==> src/rtl/ext_loader_pkg.sv <==
// Shared types and constants for the external-memory loader: FSM states,
// address stride shifts and the counter-width helper.
package ext_loader_pkg;

    typedef enum logic [2:0] {
        StIdle,
        StLoadI,
        StLoadD,
        StRun,
        StDumpReq,
        StDumpCap,
        StDumpOut,
        StDone
    } state_e;

    localparam int unsigned IMEM_STRIDE_SHIFT = 2;
    localparam int unsigned DMEM_STRIDE_SHIFT = 3;

    // Width that holds every index/cycle value up to max(a, b, c) - 1; never below 1 bit.
    function automatic int unsigned cnt_width(int unsigned a, int unsigned b, int unsigned c);
        int unsigned m;
        m = a;
        if (b > m) m = b;
        if (c > m) m = c;
        return (m <= 1) ? 1 : $clog2(m);
    endfunction

endpackage

==> src/rtl/ext_mem_loader.sv <==
// Host-side initiator: streams images into imem/dmem, runs the core for a
// fixed cycle budget, then streams dmem back out one word at a time.
module ext_mem_loader
    import ext_loader_pkg::*;
#(
    parameter int unsigned IMEM_WORDS = 128,
    parameter int unsigned DMEM_WORDS = 128,
    parameter int unsigned RUN_CYCLES = 1024
) (
    input  logic        clk,
    input  logic        arst_n,
    input  logic        start,
    input  logic        in_valid,
    output logic        in_ready,
    input  logic [63:0] in_data,
    output logic        out_valid,
    input  logic        out_ready,
    output logic [63:0] out_data,
    output logic        busy,
    output logic        done,
    output logic        cpu_enable,
    output logic [63:0] imem_addr,
    output logic        imem_wen,
    output logic        imem_ren,
    output logic [31:0] imem_wdata,
    output logic [63:0] dmem_addr,
    output logic        dmem_wen,
    output logic        dmem_ren,
    output logic [63:0] dmem_wdata,
    input  logic [63:0] dmem_rdata
);

    localparam int unsigned CntW = cnt_width(IMEM_WORDS, DMEM_WORDS, RUN_CYCLES);
    localparam logic [CntW-1:0] ImemLast = CntW'(IMEM_WORDS - 1);
    localparam logic [CntW-1:0] DmemLast = CntW'(DMEM_WORDS - 1);
    localparam logic [CntW-1:0] RunLast  = CntW'(RUN_CYCLES - 1);

    state_e          state_q, state_d;
    logic [CntW-1:0] idx_q, idx_d;
    logic [CntW-1:0] cyc_q, cyc_d;

    logic [63:0] imem_addr_q, imem_addr_d;
    logic [31:0] imem_wdata_q, imem_wdata_d;
    logic        imem_wen_q, imem_wen_d;
    logic [63:0] dmem_addr_q, dmem_addr_d;
    logic [63:0] dmem_wdata_q, dmem_wdata_d;
    logic        dmem_wen_q, dmem_wen_d;
    logic        dmem_ren_q, dmem_ren_d;
    logic [63:0] out_data_q, out_data_d;
    logic        out_valid_q, out_valid_d;
    logic        cpu_enable_q, cpu_enable_d;
    logic        busy_q, busy_d;
    logic        done_q, done_d;
    logic        in_hs;

    // Decoded straight from the state register so there is no path from in_valid.
    assign in_ready = (state_q == StLoadI) || (state_q == StLoadD);
    assign in_hs    = in_valid && in_ready;

    always_comb begin
        state_d      = state_q;
        idx_d        = idx_q;
        cyc_d        = cyc_q;
        imem_addr_d  = imem_addr_q;
        imem_wdata_d = imem_wdata_q;
        imem_wen_d   = 1'b0;
        dmem_addr_d  = dmem_addr_q;
        dmem_wdata_d = dmem_wdata_q;
        dmem_wen_d   = 1'b0;
        dmem_ren_d   = 1'b0;
        out_data_d   = out_data_q;
        out_valid_d  = out_valid_q;

        case (state_q)
            StIdle, StDone: begin
                if (start) begin
                    state_d = StLoadI;
                    idx_d   = '0;
                    cyc_d   = '0;
                end
            end
            StLoadI: begin
                if (in_hs) begin
                    imem_wen_d   = 1'b1;
                    imem_addr_d  = 64'(idx_q) << IMEM_STRIDE_SHIFT;
                    imem_wdata_d = in_data[31:0];
                    if (idx_q == ImemLast) begin
                        idx_d   = '0;
                        state_d = StLoadD;
                    end else begin
                        idx_d = idx_q + 1'b1;
                    end
                end
            end
            StLoadD: begin
                if (in_hs) begin
                    dmem_wen_d   = 1'b1;
                    dmem_addr_d  = 64'(idx_q) << DMEM_STRIDE_SHIFT;
                    dmem_wdata_d = in_data;
                    if (idx_q == DmemLast) begin
                        idx_d   = '0;
                        state_d = StRun;
                    end else begin
                        idx_d = idx_q + 1'b1;
                    end
                end
            end
            StRun: begin
                if (cyc_q == RunLast) begin
                    state_d     = StDumpReq;
                    idx_d       = '0;
                    dmem_ren_d  = 1'b1;
                    dmem_addr_d = '0;
                end else begin
                    cyc_d = cyc_q + 1'b1;
                end
            end
            StDumpReq: state_d = StDumpCap;
            StDumpCap: begin
                out_data_d  = dmem_rdata;
                out_valid_d = 1'b1;
                state_d     = StDumpOut;
            end
            StDumpOut: begin
                if (out_ready) begin
                    out_valid_d = 1'b0;
                    if (idx_q == DmemLast) begin
                        state_d = StDone;
                    end else begin
                        idx_d       = idx_q + 1'b1;
                        state_d     = StDumpReq;
                        dmem_ren_d  = 1'b1;
                        dmem_addr_d = 64'(idx_d) << DMEM_STRIDE_SHIFT;
                    end
                end
            end
            default: state_d = StIdle;
        endcase

        // Status outputs follow the next state so they line up with it after the edge.
        cpu_enable_d = (state_d == StRun);
        busy_d       = !((state_d == StIdle) || (state_d == StDone));
        done_d       = (state_d == StDone);
    end

    always_ff @(posedge clk or negedge arst_n) begin
        if (!arst_n) begin
            state_q      <= StIdle;
            idx_q        <= '0;
            cyc_q        <= '0;
            imem_addr_q  <= '0;
            imem_wdata_q <= '0;
            imem_wen_q   <= 1'b0;
            dmem_addr_q  <= '0;
            dmem_wdata_q <= '0;
            dmem_wen_q   <= 1'b0;
            dmem_ren_q   <= 1'b0;
            out_data_q   <= '0;
            out_valid_q  <= 1'b0;
            cpu_enable_q <= 1'b0;
            busy_q       <= 1'b0;
            done_q       <= 1'b0;
        end else begin
            state_q      <= state_d;
            idx_q        <= idx_d;
            cyc_q        <= cyc_d;
            imem_addr_q  <= imem_addr_d;
            imem_wdata_q <= imem_wdata_d;
            imem_wen_q   <= imem_wen_d;
            dmem_addr_q  <= dmem_addr_d;
            dmem_wdata_q <= dmem_wdata_d;
            dmem_wen_q   <= dmem_wen_d;
            dmem_ren_q   <= dmem_ren_d;
            out_data_q   <= out_data_d;
            out_valid_q  <= out_valid_d;
            cpu_enable_q <= cpu_enable_d;
            busy_q       <= busy_d;
            done_q       <= done_d;
        end
    end

    assign imem_addr  = imem_addr_q;
    assign imem_wdata = imem_wdata_q;
    assign imem_wen   = imem_wen_q;
    assign imem_ren   = 1'b0;
    assign dmem_addr  = dmem_addr_q;
    assign dmem_wdata = dmem_wdata_q;
    assign dmem_wen   = dmem_wen_q;
    assign dmem_ren   = dmem_ren_q;
    assign out_data   = out_data_q;
    assign out_valid  = out_valid_q;
    assign cpu_enable = cpu_enable_q;
    assign busy       = busy_q;
    assign done       = done_q;

endmodule

==> config.mk <==
export PLATFORM = sky130hd
export DESIGN_NAME = ext_mem_loader
export DESIGN_NICKNAME = d
export VERILOG_FILES = /design/src/rtl/ext_loader_pkg.sv /design/src/rtl/ext_mem_loader.sv
export SDC_FILE = /design/constraint.sdc
export NUM_CORES = 1
export LEC_CHECK = 0
export CAP_MARGIN = 20
export CORE_UTILIZATION = 25
export DETAILED_ROUTE_END_ITERATION = 10
export PLACE_DENSITY = 0.64
export SKIP_CTS_REPAIR_TIMING = 1
export SYNTH_ARGS = -nofsm -noshare
export SYNTH_HDL_FRONTEND = slang
export SYNTH_SLANG_ARGS = --single-unit
==> constraint.sdc <==
create_clock -name clk -period 4.2 [get_ports clk]
set_clock_uncertainty 0.15 [all_clocks]
set_input_delay 0.84 -clock clk [delete_from_list [all_inputs] [get_ports clk]]
set_output_delay 0.84 -clock clk [all_outputs]
set_load 0.1 [all_outputs]
==> impl_table.tex <==
\begin{tabular}{lr}
\hline
Metric & Value \\
\hline
\multicolumn{2}{l}{\textbf{Status}} \\
Run status & finished clean \\
\multicolumn{2}{l}{\textbf{Logic synthesis}} \\
Area of the mapped netlist & 9460 um2 \\
Dominant register cell in the synthesized netlist & sky130\_fd\_sc\_hd\_\_dfrtp\_1 \\
Main area contributors after synthesis & sky130\_fd\_sc\_hd\_\_dfrtp\_1, sky130\_fd\_sc\_hd\_\_mux2\_2, sky130\_fd\_sc\_hd\_\_buf\_4, sky130\_fd\_sc\_hd\_\_buf\_2, sky130\_fd\_sc\_hd\_\_o21ai\_0 \\
Library cell occupying the most area in the post-synthesis netlist & sky130\_fd\_sc\_hd\_\_dfrtp\_1 \\
Ys async rst share & between 90\% and 100\% \\
Sequential element share of the synthesized area & 55.6\% \\
Portion of synthesized cell area occupied by the leading cell type & 55.6\% \\
Flops \& latches, synth & 210 \\
Count of flip-flops with a built-in enable after synthesis & 0 \\
Yosys warnings & 0 \\
Average cell area after synthesis & 13.0 um2 \\
Cells after synthesis & 730 \\
Distinct cell type count of the synthesized netlist & 56 \\
\multicolumn{2}{l}{\textbf{Drt}} \\
Drt wl/cell & 15.8 um \\
Count of unresolved DRC violations after routing & 0 \\
Number of vias per cell after detailed routing & 4.12 \\
Final wirelength & 24.8 mm \\
Detailed router's first-iteration violation count & 310 \\
Post-route ant nets & 0 \\
Number of iterations in the first detailed-routing pass & 4 \\
Vias & approximately 6,500 \\
\multicolumn{2}{l}{\textbf{STA}} \\
Count of pins over their slew limit & 0 \\
Final Setup Violations & 0 \\
Fmax & between 300 and 400 MHz \\
Total negative setup slack & 0 ns \\
Worst rel slew slack & a little over a quarter \\
Period Utilization, post-route & 76.3\% \\
Slew at the pin closest to its max-slew limit & $\sim$1.1 ns \\
Post-route worst hold slack & 0.201 ns \\
Unrepaired setup endpoints after global routing & no \\
Clock period minus worst slack & 3.20 ns \\
Number of endpoints with negative hold slack in the final report & 0 \\
\multicolumn{2}{l}{\textbf{Floorplan}} \\
Io pins & 430 \\
Core footprint & between 30,000 and 40,000 um2 \\
Area of the die & 38,600 um2 \\
Die boundary height & around 200 um \\
Initial Util & about a quarter \\
Row Count & 70 \\
Horizontal extent of the die & 196 um \\
\multicolumn{2}{l}{\textbf{Worst setup path}} \\
Required @ worst endpoint & 3.21 ns \\
Class of the most critical setup path & reg2out \\
Type of origin of the critical path & flip-flop \\
Data arrival time of the critical path & between 2 and 2.5 ns \\
Top fanout value on the critical path & 22 \\
Number of cells on the worst reg-to-reg path & 4 \\
Kind of end point of the critical path & primary output \\
\multicolumn{2}{l}{\textbf{Layout}} \\
Area growth, synth to finish & 43.3\% \\
Fill cell total of the finished layout & around 3,600 \\
Post-layout util & 36.7\% \\
ANT cells & 0 \\
Post-route design area & 13,500 um2 \\
Share of cells above drive strength 1 & 22.0\% \\
Final net count & $\sim$1,200 \\
\multicolumn{2}{l}{\textbf{Global routing}} \\
GRT Overall Usage & 12.3\% \\
Via count of the first global-routing pass & 6,405 \\
Number of antenna violations at the first check in global routing & 0 \\
Largest net degree at the start of global routing & 96 \\
Remaining global-route overflow & 0 \\
Wire length of the first global-routing pass & between 30 and 40 mm \\
\multicolumn{2}{l}{\textbf{CTS}} \\
Deepest clock path buffer count & 3 \\
Clock latency reported for the late side of the worst-skew pair & 0.51 ns \\
Clock sink count & 210 \\
H-tree depth reported by CTS & 1 \\
Clock input transition at the sequential cells of the worst setup and hold paths & 0.06 ns \\
TritonCTS clock tree & yes \\
Clock root buffer & sky130\_fd\_sc\_hd\_\_clkbuf\_16 \\
Total clock buffers created by CTS & 25 \\
\multicolumn{2}{l}{\textbf{Place}} \\
Placer Congestion & 0.805 \\
Number of input and output port buffers inserted & 320 \\
Detailed placer's ending HPWL & 18.1 mm \\
Placed inst area & between 10,000 and 15,000 um2 \\
\multicolumn{2}{l}{\textbf{Worst hold path}} \\
Path type of the worst min-delay path & in2async \\
\multicolumn{2}{l}{\textbf{Flow run}} \\
Max cap viols & 0 \\
\hline
\end{tabular}
==> Yosys cell counts (3+ instances only) <==
cell type                  number
sky130_fd_sc_hd__a22oi_1        3
sky130_fd_sc_hd__buf_2         30
sky130_fd_sc_hd__a21o_1         6
sky130_fd_sc_hd__nand3b_1       3
sky130_fd_sc_hd__inv_1          7
sky130_fd_sc_hd__xor2_1         8
sky130_fd_sc_hd__and2_1         6
sky130_fd_sc_hd__nand3_1       12
sky130_fd_sc_hd__and3_1         7
sky130_fd_sc_hd__and4_1         3
sky130_fd_sc_hd__clkbuf_1       4
sky130_fd_sc_hd__mux2_2       172
sky130_fd_sc_hd__o22ai_1        3
sky130_fd_sc_hd__a22o_1         7
sky130_fd_sc_hd__nor3_1         6
sky130_fd_sc_hd__buf_4        109
sky130_fd_sc_hd__or3_1          3
sky130_fd_sc_hd__nand2_1       19
sky130_fd_sc_hd__o21ai_0       21
sky130_fd_sc_hd__o211ai_1       6
sky130_fd_sc_hd__nand4_1        5
sky130_fd_sc_hd__dfrtp_1      210
sky130_fd_sc_hd__o221ai_1       4
sky130_fd_sc_hd__a21oi_1       12
sky130_fd_sc_hd__nor2_1        24
==> per-layer routing <==
metal | GRT usage [%] | up-vias | share of wire (%)
met5 | 0 | - | 0
met4 | 3.73 | 0 | 2.5
met3 | 3.23 | 32 | 7.3
met2 | 21.3 | 237 | 50
met1 | 14.8 | 3214 | 40
li1 | - | 2989 | -
==> path summary, 6_finish.rpt <==
check | start | endpoint | slack, ns
worst max-delay path | state_q[0] | in_ready | 1.0
worst min-delay path | arst_n | out_data[3] | 0.20
worst max register to register | state_q[2] | idx_q[6] | 1.47
worst min register to register | dmem_addr[3] | dmem_addr[3] | 0.33
max in group asynchronous | arst_n | out_data[50] | 2.75
min in group clk | dmem_addr[3] | dmem_addr[3] | 0.33
==> state kept, by name, summed over array words and instances (netlist names) <==
name	count
idx_q	10
dmem_wen	1
dmem_addr	10
dmem_ren	1
out_data	64
cpu_enable	1
dmem_wdata	64
imem_addr	10
imem_wdata	32
busy	1
cyc_q	10
out_valid	1
state_q	3
imem_wen	1
done	1
==> area by class of cell <==
type | instances | area [um2] | area share [%]
Tap cell | 504 | 631 | 4.66
Sequential cell | 210 | 5260 | 38.8
Timing Repair Buffer | 330 | 3320 | 24.5
Clock buffer | 33 | 676 | 4.99
Multi-Input combinational cell | 476 | 3590 | 26.5
Inverter | 7 | 26.3 | 0.194
Clock inverter | 9 | 52.6 | 0.388
==> critical path, cell delays in order, from the launching register on <==
cell	delay [ns]
sky130_fd_sc_hd__dfrtp_1	0.63
sky130_fd_sc_hd__nand2b_2	0.36
sky130_fd_sc_hd__a21o_1	0.25
sky130_fd_sc_hd__inv_1	0.14
sky130_fd_sc_hd__buf_4	0.31
==> kinds of logic (layout without fill, tap and decap cells) <==
logic type	Yosys count	in the layout	share of synthesized area, %
flops	210	210	55.6
mux	172	172	20.5
buf+inv	152	379	10.8
simple gates	105	105	6.23
compound gates	80	80	5.82
xor+xnor	8	8	0.741
fa+ha+maj	2	2	0.265
other cells	1	109	0.0397
==> stage by stage <==
step / setup slack, ns / cells
after CTS: 0.971 / 1569
after global routing: 0.880 / 1569
after detailed placement: 1.19 / 1527
final: 0.996 / 1569
after floorplan: 1.79 / 838
after global placement: 1.21 / 1527
==> cell usage in the layout (no fill, tap or decap), types with 7 or more instances in the layout <==
master | netlist | routed
sky130_fd_sc_hd__a21oi_1 | 12 | 12
sky130_fd_sc_hd__a22o_1 | 7 | 7
sky130_fd_sc_hd__and3_1 | 7 | 7
sky130_fd_sc_hd__buf_4 | 109 | 8
sky130_fd_sc_hd__clkbuf_16 | 0 | 25
sky130_fd_sc_hd__clkdlybuf4s50_1 | 0 | 318
sky130_fd_sc_hd__conb_1 | 1 | 109
sky130_fd_sc_hd__dfrtp_1 | 210 | 210
sky130_fd_sc_hd__inv_1 | 7 | 7
sky130_fd_sc_hd__mux2_2 | 172 | 172
sky130_fd_sc_hd__nand2_1 | 19 | 18
sky130_fd_sc_hd__nand3_1 | 12 | 12
sky130_fd_sc_hd__nor2_1 | 24 | 24
sky130_fd_sc_hd__o21ai_0 | 21 | 21
sky130_fd_sc_hd__xor2_1 | 8 | 8
Power is not shown: default switching activity piles up to over one toggle a cycle in this logic, so the estimate is an artifact.
